## src/rtl/trap_controller_if.sv

```systemverilog
// rtl/trap_controller_if.sv - trap request and CSR trap-port bundle for trap_controller
//
// Signals:
//   trap_valid/trap_kind/trap_pc/trap_tval   request from the EX-stage exception detector
//   csr_ready/csr_trap_read_data             CSR file responses
//   csr_trap_read_address                    CSR read address (combinational read)
//   csr_trap_write/_address/_data            CSR trap-port write
//   trap_redirect/trap_target                one-cycle PC redirect
//   trap_done                                0 while a trap sequence is in progress
// Modports: master = trap_controller, slave = pipeline / CSR file side.
interface trap_controller_if #(
    parameter int XLEN = 32
);
    logic            trap_valid;
    logic [2:0]      trap_kind;
    logic [XLEN-1:0] trap_pc;
    logic [XLEN-1:0] trap_tval;
    logic            csr_ready;
    logic [XLEN-1:0] csr_trap_read_data;
    logic [11:0]     csr_trap_read_address;
    logic            csr_trap_write;
    logic [11:0]     csr_trap_write_address;
    logic [XLEN-1:0] csr_trap_write_data;
    logic            trap_redirect;
    logic [XLEN-1:0] trap_target;
    logic            trap_done;

    modport master (
        input  trap_valid, trap_kind, trap_pc, trap_tval, csr_ready, csr_trap_read_data,
        output csr_trap_read_address, csr_trap_write, csr_trap_write_address,
               csr_trap_write_data, trap_redirect, trap_target, trap_done
    );

    modport slave (
        output trap_valid, trap_kind, trap_pc, trap_tval, csr_ready, csr_trap_read_data,
        input  csr_trap_read_address, csr_trap_write, csr_trap_write_address,
               csr_trap_write_data, trap_redirect, trap_target, trap_done
    );
endinterface

```

## src/rtl/trap_controller.sv

```systemverilog
// rtl/trap_controller.sv - pre-trap / trap-return CSR sequencer driving PC stall and redirect
//
// Ports:
//   clk      core clock
//   reset_n  asynchronous active-low reset
//   bus      trap_controller_if.master (trap request, CSR trap port, redirect, trap_done)
// Parameters:
//   XLEN            datapath / CSR width
//   EBREAK_TVAL_PC  1: mtval = faulting PC on EBREAK, 0: mtval = 0
module trap_controller #(
    parameter int XLEN           = 32,
    parameter bit EBREAK_TVAL_PC = 1'b1
) (
    input  logic                  clk,
    input  logic                  reset_n,
    trap_controller_if.master     bus
);
    localparam logic [11:0] CSR_MSTATUS = 12'h300;
    localparam logic [11:0] CSR_MTVEC   = 12'h305;
    localparam logic [11:0] CSR_MEPC    = 12'h341;
    localparam logic [11:0] CSR_MCAUSE  = 12'h342;
    localparam logic [11:0] CSR_MTVAL   = 12'h343;

    localparam logic [2:0] KIND_ECALL    = 3'd0;
    localparam logic [2:0] KIND_EBREAK   = 3'd1;
    localparam logic [2:0] KIND_MRET     = 3'd6;
    localparam logic [2:0] KIND_RESERVED = 3'd7;

    typedef enum logic [2:0] {
        IDLE, W_MEPC, W_MCAUSE, W_MTVAL, W_MSTATUS, R_VEC, REDIRECT
    } state_t;

    state_t          state;
    logic [XLEN-1:0] pc_q;
    logic [XLEN-1:0] tval_q;
    logic [2:0]      kind_q;
    logic            is_mret;
    logic            accept;
    logic [3:0]      cause_code;
    logic [XLEN-1:0] mstatus_next;
    logic [XLEN-1:0] mtval_value;

    assign is_mret = (kind_q == KIND_MRET);
    // Reserved kind is dropped entirely, so it must not stall the PC either.
    assign accept  = bus.trap_valid && (bus.trap_kind != KIND_RESERVED);

    assign bus.trap_done = !reset_n || ((state == IDLE) && !accept) || (state == REDIRECT);

    always_ff @(posedge clk or negedge reset_n) begin
        if (!reset_n) begin
            state             <= IDLE;
            pc_q              <= '0;
            tval_q            <= '0;
            kind_q            <= '0;
            bus.trap_redirect <= 1'b0;
            bus.trap_target   <= '0;
        end else begin
            bus.trap_redirect <= 1'b0;
            case (state)
                IDLE: begin
                    if (accept) begin
                        pc_q   <= bus.trap_pc;
                        tval_q <= bus.trap_tval;
                        kind_q <= bus.trap_kind;
                        state  <= (bus.trap_kind == KIND_MRET) ? W_MSTATUS : W_MEPC;
                    end
                end
                W_MEPC:    if (bus.csr_ready) state <= W_MCAUSE;
                W_MCAUSE:  if (bus.csr_ready) state <= W_MTVAL;
                W_MTVAL:   if (bus.csr_ready) state <= W_MSTATUS;
                W_MSTATUS: if (bus.csr_ready) state <= R_VEC;
                R_VEC: begin
                    // mtvec MODE bits are dropped: synchronous exceptions always use BASE.
                    bus.trap_target   <= {bus.csr_trap_read_data[XLEN-1:2], 2'b00};
                    bus.trap_redirect <= 1'b1;
                    state             <= REDIRECT;
                end
                REDIRECT:  state <= IDLE;
                default:   state <= IDLE;
            endcase
        end
    end

    always_comb begin
        cause_code = 4'd0;
        case (kind_q)
            3'd0:    cause_code = 4'd11;
            3'd1:    cause_code = 4'd3;
            3'd2:    cause_code = 4'd0;
            3'd3:    cause_code = 4'd4;
            3'd4:    cause_code = 4'd6;
            3'd5:    cause_code = 4'd2;
            default: cause_code = 4'd0;
        endcase
    end

    always_comb begin
        mtval_value = tval_q;
        if (kind_q == KIND_ECALL) begin
            mtval_value = '0;
        end else if (kind_q == KIND_EBREAK) begin
            mtval_value = EBREAK_TVAL_PC ? pc_q : '0;
        end
    end

    // mstatus read-modify-write happens within the W_MSTATUS cycle on the combinational read data.
    always_comb begin
        mstatus_next = bus.csr_trap_read_data;
        if (is_mret) begin
            mstatus_next[3] = bus.csr_trap_read_data[7];
            mstatus_next[7] = 1'b1;
        end else begin
            mstatus_next[7] = bus.csr_trap_read_data[3];
            mstatus_next[3] = 1'b0;
        end
        mstatus_next[12:11] = 2'b11;
    end

    always_comb begin
        bus.csr_trap_write         = 1'b0;
        bus.csr_trap_write_address = '0;
        bus.csr_trap_write_data    = '0;
        bus.csr_trap_read_address  = '0;
        case (state)
            W_MEPC: begin
                bus.csr_trap_write         = 1'b1;
                bus.csr_trap_write_address = CSR_MEPC;
                bus.csr_trap_write_data    = {pc_q[XLEN-1:2], 2'b00};
            end
            W_MCAUSE: begin
                bus.csr_trap_write         = 1'b1;
                bus.csr_trap_write_address = CSR_MCAUSE;
                bus.csr_trap_write_data    = XLEN'(cause_code);
            end
            W_MTVAL: begin
                bus.csr_trap_write         = 1'b1;
                bus.csr_trap_write_address = CSR_MTVAL;
                bus.csr_trap_write_data    = mtval_value;
            end
            W_MSTATUS: begin
                bus.csr_trap_write         = 1'b1;
                bus.csr_trap_read_address  = CSR_MSTATUS;
                bus.csr_trap_write_address = CSR_MSTATUS;
                bus.csr_trap_write_data    = mstatus_next;
            end
            R_VEC: begin
                bus.csr_trap_read_address  = is_mret ? CSR_MEPC : CSR_MTVEC;
            end
            default: begin
            end
        endcase
    end
endmodule
```

## src/flat_wrapper.sv

```systemverilog
// flat-port wrapper written by rule: the top's interface ports become plain ports
module trap_controller_flat 
#(
    parameter int XLEN           = 32,
    parameter bit EBREAK_TVAL_PC = 1'b1
)
  (clk, reset_n, bus_trap_valid, bus_trap_kind, bus_trap_pc, bus_trap_tval, bus_csr_ready, bus_csr_trap_read_data, bus_csr_trap_read_address, bus_csr_trap_write, bus_csr_trap_write_address, bus_csr_trap_write_data, bus_trap_redirect, bus_trap_target, bus_trap_done);
  trap_controller_if #(.XLEN(XLEN)) bus_i ();
  input  logic clk;
  input  logic reset_n;
  input wire logic [$bits(bus_i.trap_valid)-1:0] bus_trap_valid;
  input wire logic [$bits(bus_i.trap_kind)-1:0] bus_trap_kind;
  input wire logic [$bits(bus_i.trap_pc)-1:0] bus_trap_pc;
  input wire logic [$bits(bus_i.trap_tval)-1:0] bus_trap_tval;
  input wire logic [$bits(bus_i.csr_ready)-1:0] bus_csr_ready;
  input wire logic [$bits(bus_i.csr_trap_read_data)-1:0] bus_csr_trap_read_data;
  output wire logic [$bits(bus_i.csr_trap_read_address)-1:0] bus_csr_trap_read_address;
  output wire logic [$bits(bus_i.csr_trap_write)-1:0] bus_csr_trap_write;
  output wire logic [$bits(bus_i.csr_trap_write_address)-1:0] bus_csr_trap_write_address;
  output wire logic [$bits(bus_i.csr_trap_write_data)-1:0] bus_csr_trap_write_data;
  output wire logic [$bits(bus_i.trap_redirect)-1:0] bus_trap_redirect;
  output wire logic [$bits(bus_i.trap_target)-1:0] bus_trap_target;
  output wire logic [$bits(bus_i.trap_done)-1:0] bus_trap_done;
  assign bus_i.trap_valid = bus_trap_valid;
  assign bus_i.trap_kind = bus_trap_kind;
  assign bus_i.trap_pc = bus_trap_pc;
  assign bus_i.trap_tval = bus_trap_tval;
  assign bus_i.csr_ready = bus_csr_ready;
  assign bus_i.csr_trap_read_data = bus_csr_trap_read_data;
  assign bus_csr_trap_read_address = bus_i.csr_trap_read_address;
  assign bus_csr_trap_write = bus_i.csr_trap_write;
  assign bus_csr_trap_write_address = bus_i.csr_trap_write_address;
  assign bus_csr_trap_write_data = bus_i.csr_trap_write_data;
  assign bus_trap_redirect = bus_i.trap_redirect;
  assign bus_trap_target = bus_i.trap_target;
  assign bus_trap_done = bus_i.trap_done;
  trap_controller #(.XLEN(XLEN), .EBREAK_TVAL_PC(EBREAK_TVAL_PC)) u_core (.clk(clk), .reset_n(reset_n), .bus(bus_i));
endmodule
```

## config.mk

```make
export PLATFORM = sky130hd
export DESIGN_NAME = trap_controller_flat
export DESIGN_NICKNAME = d
export VERILOG_FILES = /design/src/rtl/trap_controller_if.sv /design/src/rtl/trap_controller.sv /design/src/flat_wrapper.sv
export SDC_FILE = /design/constraint.sdc
export NUM_CORES = 1
export LEC_CHECK = 0
export ABC_AREA = 1
export CAP_MARGIN = 30
export CORE_ASPECT_RATIO = 0.8
export CORE_MARGIN = 4
export CORE_UTILIZATION = 45
export CTS_CLUSTER_DIAMETER = 40
export CTS_CLUSTER_SIZE = 25
export DETAILED_ROUTE_END_ITERATION = 7
export PLACE_DENSITY = 0.87
export SYNTH_ARGS = -nofsm -noshare
export SYNTH_HDL_FRONTEND = slang
export SYNTH_SLANG_ARGS = --single-unit
```

## constraint.sdc

```tcl
create_clock -name clk -period 1.85 [get_ports clk]
set_clock_uncertainty 0.1 [all_clocks]
set_input_delay 0.37 -clock clk [delete_from_list [all_inputs] [get_ports clk]]
set_output_delay 0.37 -clock clk [all_outputs]
set_load 0.01 [all_outputs]
```

## Word level (Yosys, flattened, before mapping)

Index checks and enable logic that the tools add are counted.

- Register bits after elaboration: 101
- Bits in latches: 0
- RAM bits: 0
- Memory bits (read-only): 0
- Input bits: 103
- Output and inout bits: 91
- Word-level logic and storage cells: 53
- Memories: 0

- Add/subtract/negate cells: 0
- Multiply operators: 0
- Div/mod/pow operators: 0
- Order comparisons: 0
- Equal/unequal tests: 18
- Shift operators: 0
- Muxes and demuxes: 18
- Bitwise gates (word level): 0
- Reduce and logical (&&, ||, !) cells: 11

Operators with widths:

| cell | count |
|---|---|
| $pmux W32 S4 | 1 |
| $mux W32 | 2 |
| $pmux W10 S4 | 1 |
| $pmux W12 S2 | 1 |
| $eq A3 B3 Y1 const B | 7 |
| $pmux W4 S5 | 1 |
| $mux W3 | 6 |
| $pmux W3 S6 | 1 |
| $eq A3 B2 Y1 const B | 3 |
| $ne A2 B2 Y1 const B | 4 |
| $mux W7 | 1 |
| $eq A3 B1 Y1 const B | 2 |
| $logic_not A3 Y1 | 2 |
| $reduce_and A5 Y1 | 1 |
| $mux W1 | 4 |
| $reduce_or A4 Y1 | 1 |
| $ne A3 B3 Y1 const B | 1 |
| $logic_and A1 B1 Y1 | 2 |
| $logic_not A1 Y1 | 2 |
| $logic_or A1 B1 Y1 | 2 |
| $ne A2 B1 Y1 const B | 1 |
| $reduce_and A2 Y1 | 1 |

## Logic depth before layout (Yosys ltp)

- Word-level depth: 6
- Mapped depth: 8
- Mapped depth without buffers: 7

## Worst setup path before layout

No wires, ideal clock.

- Path type: register to output
- Start point: reg u_core.state[0]
- End point: out bus_csr_trap_write_data[19]
- Arrival: 1.255 ns
- Slack: 0.125 ns
- Cell stages (with the launch flop): 8
- Path buffers: 2
- Cell sequence: dfrtp_1 > buf_6 > nor2_4 > nand2_1 > inv_1 > clkbuf_1 > nand2_1 > nand3_1

- Longest elaborated chain between the ends: 2
- Elaborated cells between the ends (all ways): 5

Ends and longest elaborated chain:

| element | line | RTL |
|---|---|---|
| from (decl) | trap_controller.sv:33 | `state_t state;` |
| from (signal assigned) | trap_controller.sv:65 | `state <= (bus.trap_kind == KIND_MRET) ? W_MSTATUS : W_MEPC;` |
| $eq A3 B3 Y1, or another cell as far along | trap_controller.sv:124 | `case (state)` |
| $pmux W32 S4 * | trap_controller.sv:124 |  |
| to (decl) | flat_wrapper.sv:20 | `output wire logic [$bits(bus_i.csr_trap_write_data)-1:0] bus_csr_trap_write_data;` |

Mark *: on every way between the ends. The rest lies on a longest branch, timed or not.

## Worst setup path in the final report

- Start point: reg u_core.kind_q[2]
- End point: out bus_csr_trap_write_data[3]

- Longest elaborated chain between the ends: 4
- Elaborated cells between the ends (all ways): 11

Ends and longest elaborated chain:

| element | line | RTL |
|---|---|---|
| from (decl) | trap_controller.sv:36 | `logic [2:0] kind_q;` |
| from (signal assigned) | trap_controller.sv:64 | `kind_q <= bus.trap_kind;` |
| $eq A3 B1 Y1 | trap_controller.sv:86, trap_controller.sv:101 |  |
| $mux W32 | trap_controller.sv:101 | `end else if (kind_q == KIND_EBREAK) begin` |
| $mux W32 | trap_controller.sv:99 | `if (kind_q == KIND_ECALL) begin` |
| $pmux W32 S4 * | trap_controller.sv:124 |  |

Marks and branches as above.

==> run_results.csv <==
group,metric,value,unit
worst_setup_path,start_kind,"flop",
finish,antenna_cells,0,
pwr,combPwrFrac,60.1,%
pwr,swShare,41.3,%
place,globalplace.congestion,0.927,
global_route,grt_pass1_vias,5401,
routing,routedWlPerCell,17.7,um
pwr,seqPwrFrac,26.3,%
clock_network,max-clock-path-buffers,2,
timing,layout_setup_ws,-0.363,ns
pwr,powerDensity,1680,mW/mm^2
global_route,grt_overflow,0,
routing,via_per_inst,5.11,
synth,synthCells,705,
routing,drt_iter0_markers,508,
timing,worst_pin_slew,0.597,ns
floorplan,start_util,47.1,%
global_route,antenna_found_initial,0,
global_route,grt.total_usage,26.4,%
finish,layout.cells.non_filler,1100,
routing,first_pass_iters,5,
clock_network,clkSinkCount,101,
clock_network,ctsHtreeMaxLevel,3,
pwr,p_int,8680,uW
finish,syn_to_final_growth,68.2,%
floorplan,ioPinCount,194,
clock_network,numCtsBuffers,9,
timing,rsz0062_at_grt,"true",
run_status,violations,"negative hold slack, negative setup slack",
routing,drtAntennaViolNets,0,
floorplan,die_x,129,um
timing,slew-limit-headroom,60.2,%
synth,async_flop_share,100,%
timing,setup_viol,96,
timing,drv_slew,0,
global_route,grt_pass1_wl,28.1,mm
synth,synth_seq_cells,101,
finish,finalNetCount,1054,
clock_network,clkLatencyLatePin,0.35,ns
worst_setup_path,cp.required,1.38,ns
worst_setup_path,arrival,1.74,ns
synth,synth_area_per_cell,7.42,um^2
run_status,status,"finished, violations left",
clock_network,cts_tree,"yes",
timing,finalHoldViolCount,17,
place,place_inst,1042,
synth,synth_area,0.00523,mm^2
synth,ys_seq_area_share,48.3,%
floorplan,dieArea,0.0134,mm^2
pwr,p_clk_share,13.6,%
synth,synth_common_cells,"nand2_1 (308), dfrtp_1 (101), inv_1 (76)",
finish,num-fill-cells,715,
synth,yosys_warnings,0,
synth,synthTopCellsByArea,"dfrtp_1 (48%), nand2_1 (22%), o21ai_0 (6.8%)",
pwr,p_leak,0.00439,uW
timing,min_period,2.21,ns
synth,ys.flop_type,"dfrtp_1",
clock_network,clk_pin_slew,0.08,ns
synth,synth_top_area_share,48.3,%
run,drv_cap,0,
synth,synth_edf_count,0,
global_route,grt_start_max_net_pins,102,
worst_hold_path,hold_path_class,"in -> async",
clock_network,cts_root_buf,"clkbuf_16",
floorplan,design.core.area,0.0111,mm^2
pwr,irDropWorstVdd,0.754,mV
pwr,switchingPower,6100,uW
worst_setup_path,path_max_fanout,8,
synth,yosys.area.top_type,"dfrtp_1",
worst_setup_path,critPathKind,"reg -> out",
routing,drt-total-wl,19.4,mm
floorplan,rows,34,
finish,post-route-util,79.3,%
worst_setup_path,crit_path_end_kind,"output pin",
finish,drive_above_1_share,29.7,%
synth,yosysMostFrequentCell,"nand2_1",
routing,drc_errors,0,
timing,max_freq,452,MHz
timing,whs,-0.0292,ns
floorplan,fp.dieH,104,um
place,dp_hpwl,12.6,mm
routing,vias,5617,
synth,ys_types,19,
timing,finalCritPeriodShare,120,%
place,portBuffers,177,
-- metrics by stage --
| stage | setup TNS, ns | power, uW | cell area (um^2) | hold WS (ns) | setup slack (ns) |
|---|---|---|---|---|---|
| after floorplan | 0 | 7130 | 5290 | -0.0256 | 0.125 |
| after global placement | -12.62 | 10200 | 7310 | 0.362 | -0.442 |
| after detailed placement | -15.34 | 10400 | 7310 | 0.365 | -0.451 |
| after CTS | -8.56 | 13300 | 8150 | 0.0447 | -0.303 |
| after global routing | -22.24 | 15700 | 8800 | 0.0511 | -0.410 |
| final | -15.53 | 14800 | 8800 | -0.0292 | -0.363 |
-- power by group through the flow --
stage / Clock (uW) / Sequential [uW] / Combinational, uW
detailed placement: 0 / 3830 / 6570
floorplan: 0 / 3880 / 3250
global placement: 0 / 3760 / 6430
global route: 2120 / 4000 / 9580
CTS: 2030 / 3820 / 7420
finish: 2010 / 3890 / 8880
-- path summary, 6_finish.rpt --
kind	from	endpoint	slack [ns]	cells past startpoint
worst min-delay path	reset_n	u_core.tval_q[3]	-0.03	2
worst min register to register	u_core.bus.trap_target[26]	u_core.bus.trap_target[26]	0.38	2
worst max-delay path	u_core.kind_q[2]	bus_csr_trap_write_data[3]	-0.36	9
min in group clk	u_core.bus.trap_target[26]	u_core.bus.trap_target[26]	0.38	2
max in group asynchronous	reset_n	u_core.state[1]	1.16	2
worst max register to register	u_core.state[0]	u_core.tval_q[29]	-0.19	12
-- state kept, by name (all words and copies together) (netlist names) --
register                  cells
u_core.pc_q                  32
u_core.state                  3
u_core.bus.trap_redirect      1
u_core.tval_q                32
u_core.kind_q                 3
u_core.bus.trap_target       30
-- logic make-up (layout without fill, tap and decap cells) --
kind of cell,after synthesis,in the layout,synth area share [%]
flops,101,101,48.3
simple gates,388,388,29.7
buf+inv,133,369,13.7
compound gates,82,82,8.23
other cells,1,16,0.0717
-- what timing repair did --
action	CTS	global route
resized for setup	308	131
pin swaps	18	19
hold endpoints to repair	0	0
buffers inserted	14	21
gates cloned	3	9
setup endpoints to repair	44	57
hold buffers	0	0
-- placed cells by master (no fill, tap or decap), types with 5 or more instances in the layout --
cell,n
inv_2,5
nand2_1,279
dfrtp_1,98
o211ai_1,5
o21ai_2,14
nand3_2,48
buf_12,10
buf_6,57
buf_4,46
nand2_4,11
buf_8,6
nor2_1,5
inv_4,5
o21ai_1,22
nand2_2,19
inv_1,66
nand3_1,10
clkdlybuf4s50_1,132
o21ai_0,35
buf_2,17
clkbuf_16,15
conb_1,16
nor2_4,5
-- routing by layer --
metal | up-vias | wire (um) | track usage [%]
met4 | 0 | 461 | 7.20
met3 | 37 | 1690 | 6.21
li1 | 2645 | - | -
met2 | 280 | 9150 | 40.3
met5 | - | 0 | 0
met1 | 2655 | 8110 | 37.8
-- layout make-up --
class / instances / area [um^2] / area share [%]
Clock buffer: 10 / 239 / 2.72
Inverter: 78 / 318 / 3.61
Clock inverter: 6 / 76.3 / 0.867
Sequential cell: 101 / 2530 / 28.8
Multi-Input combinational cell: 486 / 2590 / 29.5
Tap cell: 144 / 180 / 2.05
Timing Repair Buffer: 275 / 2860 / 32.5
-- critical path: stages (launching register included) --
cell and delay, ns:
dfrtp_1 0.41, nor2_2 0.15, buf_4 0.14, nand2_4 0.05, nand2_4 0.08, inv_8 0.06, buf_8 0.14, o211ai_1 0.12
nand2_1 0.09, buf_2 0.15
Note: power is estimated with default switching activity, not from simulation.
